==> config.mk <==
export PLATFORM = sky130hd
export DESIGN_NAME = mw_countdown_timer
export DESIGN_NICKNAME = d
export VERILOG_FILES = /design/src/rtl/mw_countdown_timer.sv
export SDC_FILE = /design/constraint.sdc
export NUM_CORES = 1
export LEC_CHECK = 0
export BUFFER_PORTS_ARGS = -buffer_cell sky130_fd_sc_hd__buf_4
export CORE_ASPECT_RATIO = 0.5
export CORE_MARGIN = 2
export CORE_UTILIZATION = 30
export DETAILED_ROUTE_END_ITERATION = 12
export SLEW_MARGIN = 20
export SYNTH_ARGS = -nofsm -noshare
export SYNTH_HDL_FRONTEND = slang
export SYNTH_SLANG_ARGS = --single-unit
==> constraint.sdc <==
create_clock -name i_clk -period 2.04 [get_ports i_clk]
set_input_delay 0.408 -clock i_clk [delete_from_list [all_inputs] [get_ports i_clk]]
set_output_delay 0.408 -clock i_clk [all_outputs]
set_load 0.005 [all_outputs]
==> src/rtl/mw_countdown_timer.sv <==
// ============================================================================
// mw_countdown_timer
// ----------------------------------------------------------------------------
// Cooking-time countdown for the microwave. Keypad digits shift into an MM:SS
// BCD value while the magnetron is off. While it is on, the value counts down
// by one second every TICKS_PER_SEC clock cycles. A one-cycle done pulse is
// raised when a decrement reaches 00:00.
//
// Parameters
//   TICKS_PER_SEC  clk cycles per one-second decrement (>= 2)
//   PRE_W          prescaler width; must hold TICKS_PER_SEC-1
//
// Ports
//   i_clk          system clock, rising edge
//   i_reset        asynchronous, active-high; clears all state
//   i_clearn       synchronous clear, active-low (keypad Clear)
//   i_digit_valid  one-cycle strobe: i_key_digit holds a new keypad digit
//   i_key_digit    BCD digit entered on the keypad
//   i_enable       count enable (magnetron on)
//   o_min_tens     BCD minutes, tens digit
//   o_min_ones     BCD minutes, ones digit
//   o_sec_tens     BCD seconds, tens digit
//   o_sec_ones     BCD seconds, ones digit
//   o_zero         level: all four digits are 0 (combinational)
//   o_timer_done   registered one-cycle pulse: countdown reached 00:00
// ============================================================================
module mw_countdown_timer #(
    parameter int TICKS_PER_SEC = 100,
    parameter int PRE_W         = 7
) (
    input  logic       i_clk,
    input  logic       i_reset,
    input  logic       i_clearn,
    input  logic       i_digit_valid,
    input  logic [3:0] i_key_digit,
    input  logic       i_enable,
    output logic [3:0] o_min_tens,
    output logic [3:0] o_min_ones,
    output logic [3:0] o_sec_tens,
    output logic [3:0] o_sec_ones,
    output logic       o_zero,
    output logic       o_timer_done
);

    localparam logic [PRE_W-1:0] PRE_LAST = PRE_W'(TICKS_PER_SEC - 1);

    logic [3:0]       r_mt, r_mo, r_st, r_so;
    logic [PRE_W-1:0] r_pre;
    logic             r_done;

    logic             w_zero;
    logic             w_tick;
    logic             w_key_ok;
    logic             w_b0, w_b1, w_b2;
    logic [3:0]       w_mt_dec, w_mo_dec, w_st_dec, w_so_dec;
    logic             w_dec_zero;

    assign w_zero   = (r_mt == 4'd0) && (r_mo == 4'd0) && (r_st == 4'd0) && (r_so == 4'd0);
    // zero gates the tick, so min_tens can never underflow below.
    assign w_tick   = (r_pre == PRE_LAST) && i_enable && !w_zero;
    assign w_key_ok = i_digit_valid && (i_key_digit <= 4'd9);

    // BCD borrow chain. sec_tens wraps to 5 (seconds field), the others to 9.
    // sec_tens values 6..9 from keypad entry simply decrement by one.
    always_comb begin
        w_b0     = (r_so == 4'd0);
        w_so_dec = w_b0 ? 4'd9 : r_so - 4'd1;

        w_b1     = w_b0 && (r_st == 4'd0);
        w_st_dec = r_st;
        if (w_b0)
            w_st_dec = (r_st == 4'd0) ? 4'd5 : r_st - 4'd1;

        w_b2     = w_b1 && (r_mo == 4'd0);
        w_mo_dec = r_mo;
        if (w_b1)
            w_mo_dec = (r_mo == 4'd0) ? 4'd9 : r_mo - 4'd1;

        w_mt_dec = r_mt;
        if (w_b2)
            w_mt_dec = r_mt - 4'd1;
    end

    assign w_dec_zero = ({w_mt_dec, w_mo_dec, w_st_dec, w_so_dec} == 16'h0000);

    always_ff @(posedge i_clk or posedge i_reset) begin
        if (i_reset) begin
            r_mt   <= 4'd0;
            r_mo   <= 4'd0;
            r_st   <= 4'd0;
            r_so   <= 4'd0;
            r_pre  <= '0;
            r_done <= 1'b0;
        end else if (!i_clearn) begin
            r_mt   <= 4'd0;
            r_mo   <= 4'd0;
            r_st   <= 4'd0;
            r_so   <= 4'd0;
            r_pre  <= '0;
            r_done <= 1'b0;
        end else begin
            r_done <= 1'b0;
            if (i_enable) begin
                // Counting: keypad is locked out while the magnetron runs.
                if (w_zero) begin
                    r_pre <= '0;
                end else if (w_tick) begin
                    r_pre  <= '0;
                    r_mt   <= w_mt_dec;
                    r_mo   <= w_mo_dec;
                    r_st   <= w_st_dec;
                    r_so   <= w_so_dec;
                    r_done <= w_dec_zero;
                end else begin
                    r_pre <= r_pre + 1'b1;
                end
            end else begin
                // Paused: the partial second is discarded.
                r_pre <= '0;
                if (w_key_ok) begin
                    r_mt <= r_mo;
                    r_mo <= r_st;
                    r_st <= r_so;
                    r_so <= i_key_digit;
                end
            end
        end
    end

    assign o_min_tens   = r_mt;
    assign o_min_ones   = r_mo;
    assign o_sec_tens   = r_st;
    assign o_sec_ones   = r_so;
    assign o_zero       = w_zero;
    assign o_timer_done = r_done;

endmodule

==> impl_metrics.env, run 1 <==
export IMPL_hpwl_mm=3.25
export IMPL_r2r_end="r_pre[6]$_DFF_PP0_"
export IMPL_postCtsHoldBufs=0
export IMPL_synth_compound_area_share_pct=18.6
export IMPL_timing_final_crit_share_pct=106
export IMPL_ys_seq_area_share_pct=39.2
export IMPL_cp_endpoint="o_zero"
export IMPL_slew_headroom_pct=72.1
export IMPL_antenna_cells=0
export IMPL_die_y_um=54.5
export IMPL_gp_congestion=0.899
export IMPL_synth_common_cells="24 x dfrtp_1, 24 x o21ai_0, 22 x nor2_1, 10 x nand2_1, 9 x mux2i_1"
export IMPL_avgRoutedWirePerCell_um=14.7
export IMPL_placementRows=18
export IMPL_cp_required_ps=1630
export IMPL_synthArstFlopShare_pct=100
export IMPL_cp_max_fo=2
export IMPL_cap_violations=0
export IMPL_via_count=1527
export IMPL_synth_cell_type_count=42
export IMPL_peakVddDrop_uv=314
export IMPL_first_iter_violations=112
export IMPL_cts_tree="done"
export IMPL_synth_top_cell_by_area="dfrtp_1"
export IMPL_start_util_pct=31.2
export IMPL_hold_class="input port to async pin"
export IMPL_grt_pass1_vias=1497
export IMPL_cp_start_kind="flop"
export IMPL_fin_ws_ps=-124
export IMPL_final_util_pct=42.8
export IMPL_violations="setup timing"
export IMPL_antenna_left=0
export IMPL_status="finished, violations left"
export IMPL_path_cells="or4_4 > nor3_4 > nand4_1 > inv_1 > buf_4"
export IMPL_tightest_slew_ps=414
export IMPL_reg2reg_depth=7
export IMPL_crit_path_end_kind="output pin"
export IMPL_regToRegSetupSlack_ps=120
export IMPL_core_area_um2=4910
export IMPL_yosys_warnings=0
export IMPL_syn_inst=175
export IMPL_cts_clk_slew_worst_paths_ps=90
export IMPL_reg2reg_from="o_sec_tens[2]$_DFFE_PP0P_"
export IMPL_synth_top_family_by_area="simple AND/OR/NAND/NOR gates"
export IMPL_slowest_delay_ps=540
export IMPL_drv_slew=0
export IMPL_dpl_cell_area_um2=1970
export IMPL_critPathKind="flop to output pin"
export IMPL_clockBufferDepth=2
export IMPL_syn_area_um2=1530
export IMPL_final_hold_viol_count=0
export IMPL_fin_crit_ps=2160
export IMPL_final_area_um2=2100
export IMPL_grt_max_degree=25
export IMPL_leakagePower_nw=0.982
export IMPL_drc=0
export IMPL_ys_ff_latch=24
export IMPL_overflow=0
export IMPL_whs_ps=179
export IMPL_synthMuxAreaShare_pct=5.89
export IMPL_viasPerCell=5.14
export IMPL_fp_dieArea_um2=5720
export IMPL_powerDensity_nw_per_um2=795
export IMPL_cts_num_sinks=24
export IMPL_synthesis_nets=187
export IMPL_layout_drive_gt1_share_pct=31.7
export IMPL_cp_slowest_cell="or4_4"
export IMPL_cts_buffers=3
export IMPL_crit_buf_inv=2
export IMPL_wirelength_mm=4.36
export IMPL_grt_use_total_pct=16.6
export IMPL_power_mw=1.67
export IMPL_place_port_buffers=26
export IMPL_crit_arrival_ps=1760
export IMPL_yosys_area_share_simple_pct=25.0
export IMPL_synthAdderAreaFrac_pct=2.45
export IMPL_nNetsFinal=240
export IMPL_clkLatencyLatePin_ps=270
export IMPL_fmax_mhz=462
export IMPL_synthFlopType="dfrtp_1"
export IMPL_syn2layout_area_growth_pct=37.2
export IMPL_synth_edf_count=0
export IMPL_synth_area_per_cell_um2=8.74
export IMPL_setup_violations=1
export IMPL_grt_pass1_wl_mm=7.30
export IMPL_crit_cells=5
export IMPL_clock_skew_ps=3.19
export IMPL_drt_pass1_iterations=4
export IMPL_cp_top_family="simple AND/OR/NAND/NOR gates"
export IMPL_die_x_um=105
export IMPL_synth_area_leaders="dfrtp_1 39%, o21ai_0 7.8%, mux2i_1 5.9%"
export IMPL_rsz0062_at_grt="true"
export IMPL_yosysTopAreaCellShare_pct=39.2
export IMPL_antenna_found_initial=0
export IMPL_synthXorXnorAreaFrac_pct=4.01
export IMPL_root_buffer="clkbuf_8"
export IMPL_io_pins=27
export IMPL_htreeDepth=1
export IMPL_crit_start="o_sec_tens[2]$_DFFE_PP0P_"
worst min-delay path: cells and delay by family:
family / cells / cell delay, ps
buf+inv: 3 / 450
timing repair:
action,4_1_cts,5_1_grt
buffers inserted,4,0
pin swaps,3,0
endpoints found under the hold margin,0,0
endpoints found under the setup margin,1,10
gates resized for setup,1,4
logic make-up after synthesis:
logic type / Yosys count
compound gates: 48
xor+xnor: 7
fa+ha+maj: 3
buf+inv: 16
flops: 24
mux: 9
simple gates: 68
flip-flops by register name (all words and copies together) (netlist names):
signal,flops
o_min_ones,4
o_min_tens,4
o_sec_ones,4
o_sec_tens,4
o_timer_done,1
r_pre,7
worst min path at each step:
| stage | from | end | slack [ps] |
|---|---|---|---|
| floorplan | i_reset | o_min_ones[0]$_DFFE_PP0P_ | 420 |
| global placement | r_pre[0]$_DFF_PP0_ | r_pre[0]$_DFF_PP0_ | 450 |
| detailed placement | r_pre[0]$_DFF_PP0_ | r_pre[0]$_DFF_PP0_ | 460 |
| CTS | i_reset | r_pre[5]$_DFF_PP0_ | 180 |
| global route | i_reset | r_pre[5]$_DFF_PP0_ | 210 |
| finish | i_reset | r_pre[5]$_DFF_PP0_ | 180 |
cells in the final DEF (no fill, tap or decap), drive strengths merged, types with 2 or more instances in the layout:
| cell type | count |
|---|---|
| buf | 57 |
| o21ai | 26 |
| dfrtp | 24 |
| nor2 | 22 |
| nand2 | 10 |
| mux2i | 9 |
| inv | 7 |
| a21oi | 7 |
| nor3 | 6 |
| xnor2 | 5 |
| o211ai | 5 |
| nor4 | 5 |
| nand4 | 4 |
| and3 | 4 |
| nand2b | 3 |
| nand3 | 3 |
| ha | 3 |
| clkbuf | 3 |
| or4 | 2 |
| xor2 | 2 |
| nor4b | 2 |
| a31oi | 2 |
| o31ai | 2 |
power by group:
group          internal (mW)  switching (mW)  leakage [nW]
Clock                  0.263           0.167        0.0357
Sequential             0.520          0.0448         0.325
Combinational          0.339           0.336         0.621
Total                   1.12           0.547         0.982
area by class of cell:
| cell class | count | area (um^2) |
|---|---|---|
| multi-input combinational | 135 | 886 |
| timing repair buffer | 57 | 428 |
| clock inverter | 1 | 30.0 |
| clock buffer | 3 | 41.3 |
| tap | 70 | 87.6 |
| sequential | 24 | 601 |
| inverter | 7 | 26.3 |
| fill | 506 | 2810 |
metal layers:
layer	vias to the layer above	wire, um	GRT usage [%]
li1	745	-	-
met1	741	2120	22.7
met2	37	1980	26.8
met3	4	217	3.45
met4	0	43	5.78
met5	-	0	0
per-stage QoR:
step | std cells | setup WS (ps) | TNS, ps
floorplan | 175 | 75.4 | 0
global placement | 289 | 140 | 0
detailed placement | 289 | 111 | 0
CTS | 297 | -127 | -127
global route | 297 | -185 | -185
finish | 297 | -124 | -124
Note: power is estimated with default switching activity, not from simulation.
==> run 2: changes to the inputs <==
--- a/config.mk
+++ b/config.mk
@@ -5,7 +5,7 @@
 export SDC_FILE = /design/constraint.sdc
 export NUM_CORES = 1
 export LEC_CHECK = 0
-export BUFFER_PORTS_ARGS = -buffer_cell sky130_fd_sc_hd__buf_4
+export BUFFER_PORTS_ARGS = -buffer_cell sky130_fd_sc_hd__buf_2
 export CORE_ASPECT_RATIO = 0.5
 export CORE_MARGIN = 2
 export CORE_UTILIZATION = 30
==> impl_metrics.env, run 2 (synthesis gave the netlist of run 1 again) <==
export IMPL_root_buffer="clkbuf_8"
export IMPL_power_mw=1.53
export IMPL_avgRoutedWirePerCell_um=14.7
export IMPL_clock_skew_ps=2.68
export IMPL_powerDensity_nw_per_um2=759
export IMPL_rsz0062_at_grt="true"
export IMPL_final_common_cell="buf_4"
export IMPL_final_hold_viol_count=0
export IMPL_place_port_buffers=26
export IMPL_hpwl_mm=3.16
export IMPL_hold_class="input port to async pin"
export IMPL_drt_pass1_iterations=4
export IMPL_wirelength_mm=4.39
export IMPL_start_util_pct=31.2
export IMPL_slew_headroom_pct=72.4
export IMPL_crit_path_end_kind="output pin"
export IMPL_regToRegSetupSlack_ps=110
export IMPL_status="finished, violations left"
export IMPL_cts_tree="done"
export IMPL_fillers=501
export IMPL_clkLatencyLatePin_ps=270
export IMPL_io_pins=27
export IMPL_timing_final_crit_share_pct=106
export IMPL_cts_num_sinks=24
export IMPL_drv_slew=0
export IMPL_crit_start="o_sec_ones[3]$_DFFE_PP0P_"
export IMPL_fmax_mhz=461
export IMPL_setup_violations=1
export IMPL_reg2reg_from="o_sec_ones[3]$_DFFE_PP0P_"
export IMPL_critPathKind="flop to output pin"
export IMPL_clockBufferDepth=2
export IMPL_cp_required_ps=1630
export IMPL_cts_clk_slew_worst_paths_ps=80
export IMPL_grt_pass1_wl_mm=7.11
export IMPL_leakagePower_nw=0.970
export IMPL_placementRows=18
export IMPL_regMostFlops="r_pre"
export IMPL_fp_dieArea_um2=5720
export IMPL_final_area_um2=2020
export IMPL_r2r_end="o_min_ones[2]$_DFFE_PP0P_"
export IMPL_violations="setup timing"
export IMPL_die_y_um=54.5
export IMPL_grt_max_degree=25
export IMPL_cts_buffers=3
export IMPL_gp_congestion=0.887
export IMPL_fin_ws_ps=-128
export IMPL_placed_cells=288
export IMPL_crit_arrival_ps=1760
export IMPL_htreeDepth=1
export IMPL_core_area_um2=4910
export IMPL_die_x_um=105
export IMPL_drc=0
export IMPL_grt_pass1_vias=1429
export IMPL_grt_use_total_pct=16.2
export IMPL_overflow=0
export IMPL_syn2layout_area_growth_pct=32.0
export IMPL_fin_crit_ps=2170
export IMPL_via_count=1550
export IMPL_pre_cts_ws_ps=52.7
export IMPL_final_cells=299
export IMPL_final_cell_mix="33 x buf_4, 26 x buf_2, 24 x o21ai_0"
export IMPL_antenna_cells=0
export IMPL_dpl_cell_area_um2=1900
export IMPL_cp_start_kind="flop"
export IMPL_first_iter_violations=149
export IMPL_reg2reg_depth=7
export IMPL_largest_reg_flops=7
export IMPL_final_util_pct=41.1
export IMPL_viasPerCell=5.18
export IMPL_cap_violations=0
export IMPL_cp_endpoint="o_zero"
export IMPL_nNetsFinal=242
export IMPL_peakVddDrop_uv=319
export IMPL_layout_drive_gt1_share_pct=32.3
export IMPL_cp_max_fo=2
export IMPL_antenna_found_initial=0
export IMPL_tightest_slew_ps=410
export IMPL_antenna_left=0
run 2: area by class of cell:
class / instances / area (um^2) / area share (%)
clock buffer: 4 / 55.1 / 2.73
sequential: 24 / 602 / 29.8
multi-input combinational: 135 / 871 / 43.1
tap: 70 / 87.6 / 4.34
timing repair buffer: 59 / 378 / 18.7
inverter: 7 / 26.3 / 1.30
run 2: report_power, final:
group / switching, mW / internal (mW)
combinational: 0.334 / 0.308
sequential: 0.0458 / 0.520
clock: 0.152 / 0.172
total: 0.532 / 1.00
run 2: per-layer routing:
metal | global-route usage (%) | vias to the layer above | part of all wire, %
li1 | - | 743 | -
met1 | 21.3 | 739 | 47
met2 | 27.3 | 64 | 44
met3 | 3.69 | 4 | 8.0
met4 | 4.67 | 0 | 0.75
met5 | 0 | - | 0
run 2: worst min-delay path by stage:
stage,startpoint,end,slack [ps],depth (start not counted)
floorplan,i_reset,o_min_ones[0]$_DFFE_PP0P_,420,1
CTS,i_reset,o_sec_tens[0]$_DFFE_PP0P_,190,3
finish,i_reset,r_pre[4]$_DFF_PP0_,180,3
detailed placement,r_pre[0]$_DFF_PP0_,r_pre[0]$_DFF_PP0_,460,1
global placement,r_pre[0]$_DFF_PP0_,r_pre[0]$_DFF_PP0_,450,1
global route,i_reset,r_pre[4]$_DFF_PP0_,200,3
run 2: worst max-delay path, cell delays in order, from the launching register on:
cell and delay (ps):
dfrtp_1 390, or4_4 560, nor3_4 190, nand4_1 170
inv_1 80, buf_2 110
run 2: what timing repair did:
item	in CTS	in global routing
pin swaps	4	1
gates cloned	0	0
gates resized for setup	2	2
endpoints found under the setup margin	1	4
setup buffers	6	1
hold buffers	0	0
run 2: metrics by stage:
step / TNS [ps] / hold WS, ps
finish: -128 / 175
detailed placement: 0 / 456
CTS: -145 / 187
global placement: 0 / 449
floorplan: 0 / 423
global route: -327 / 199
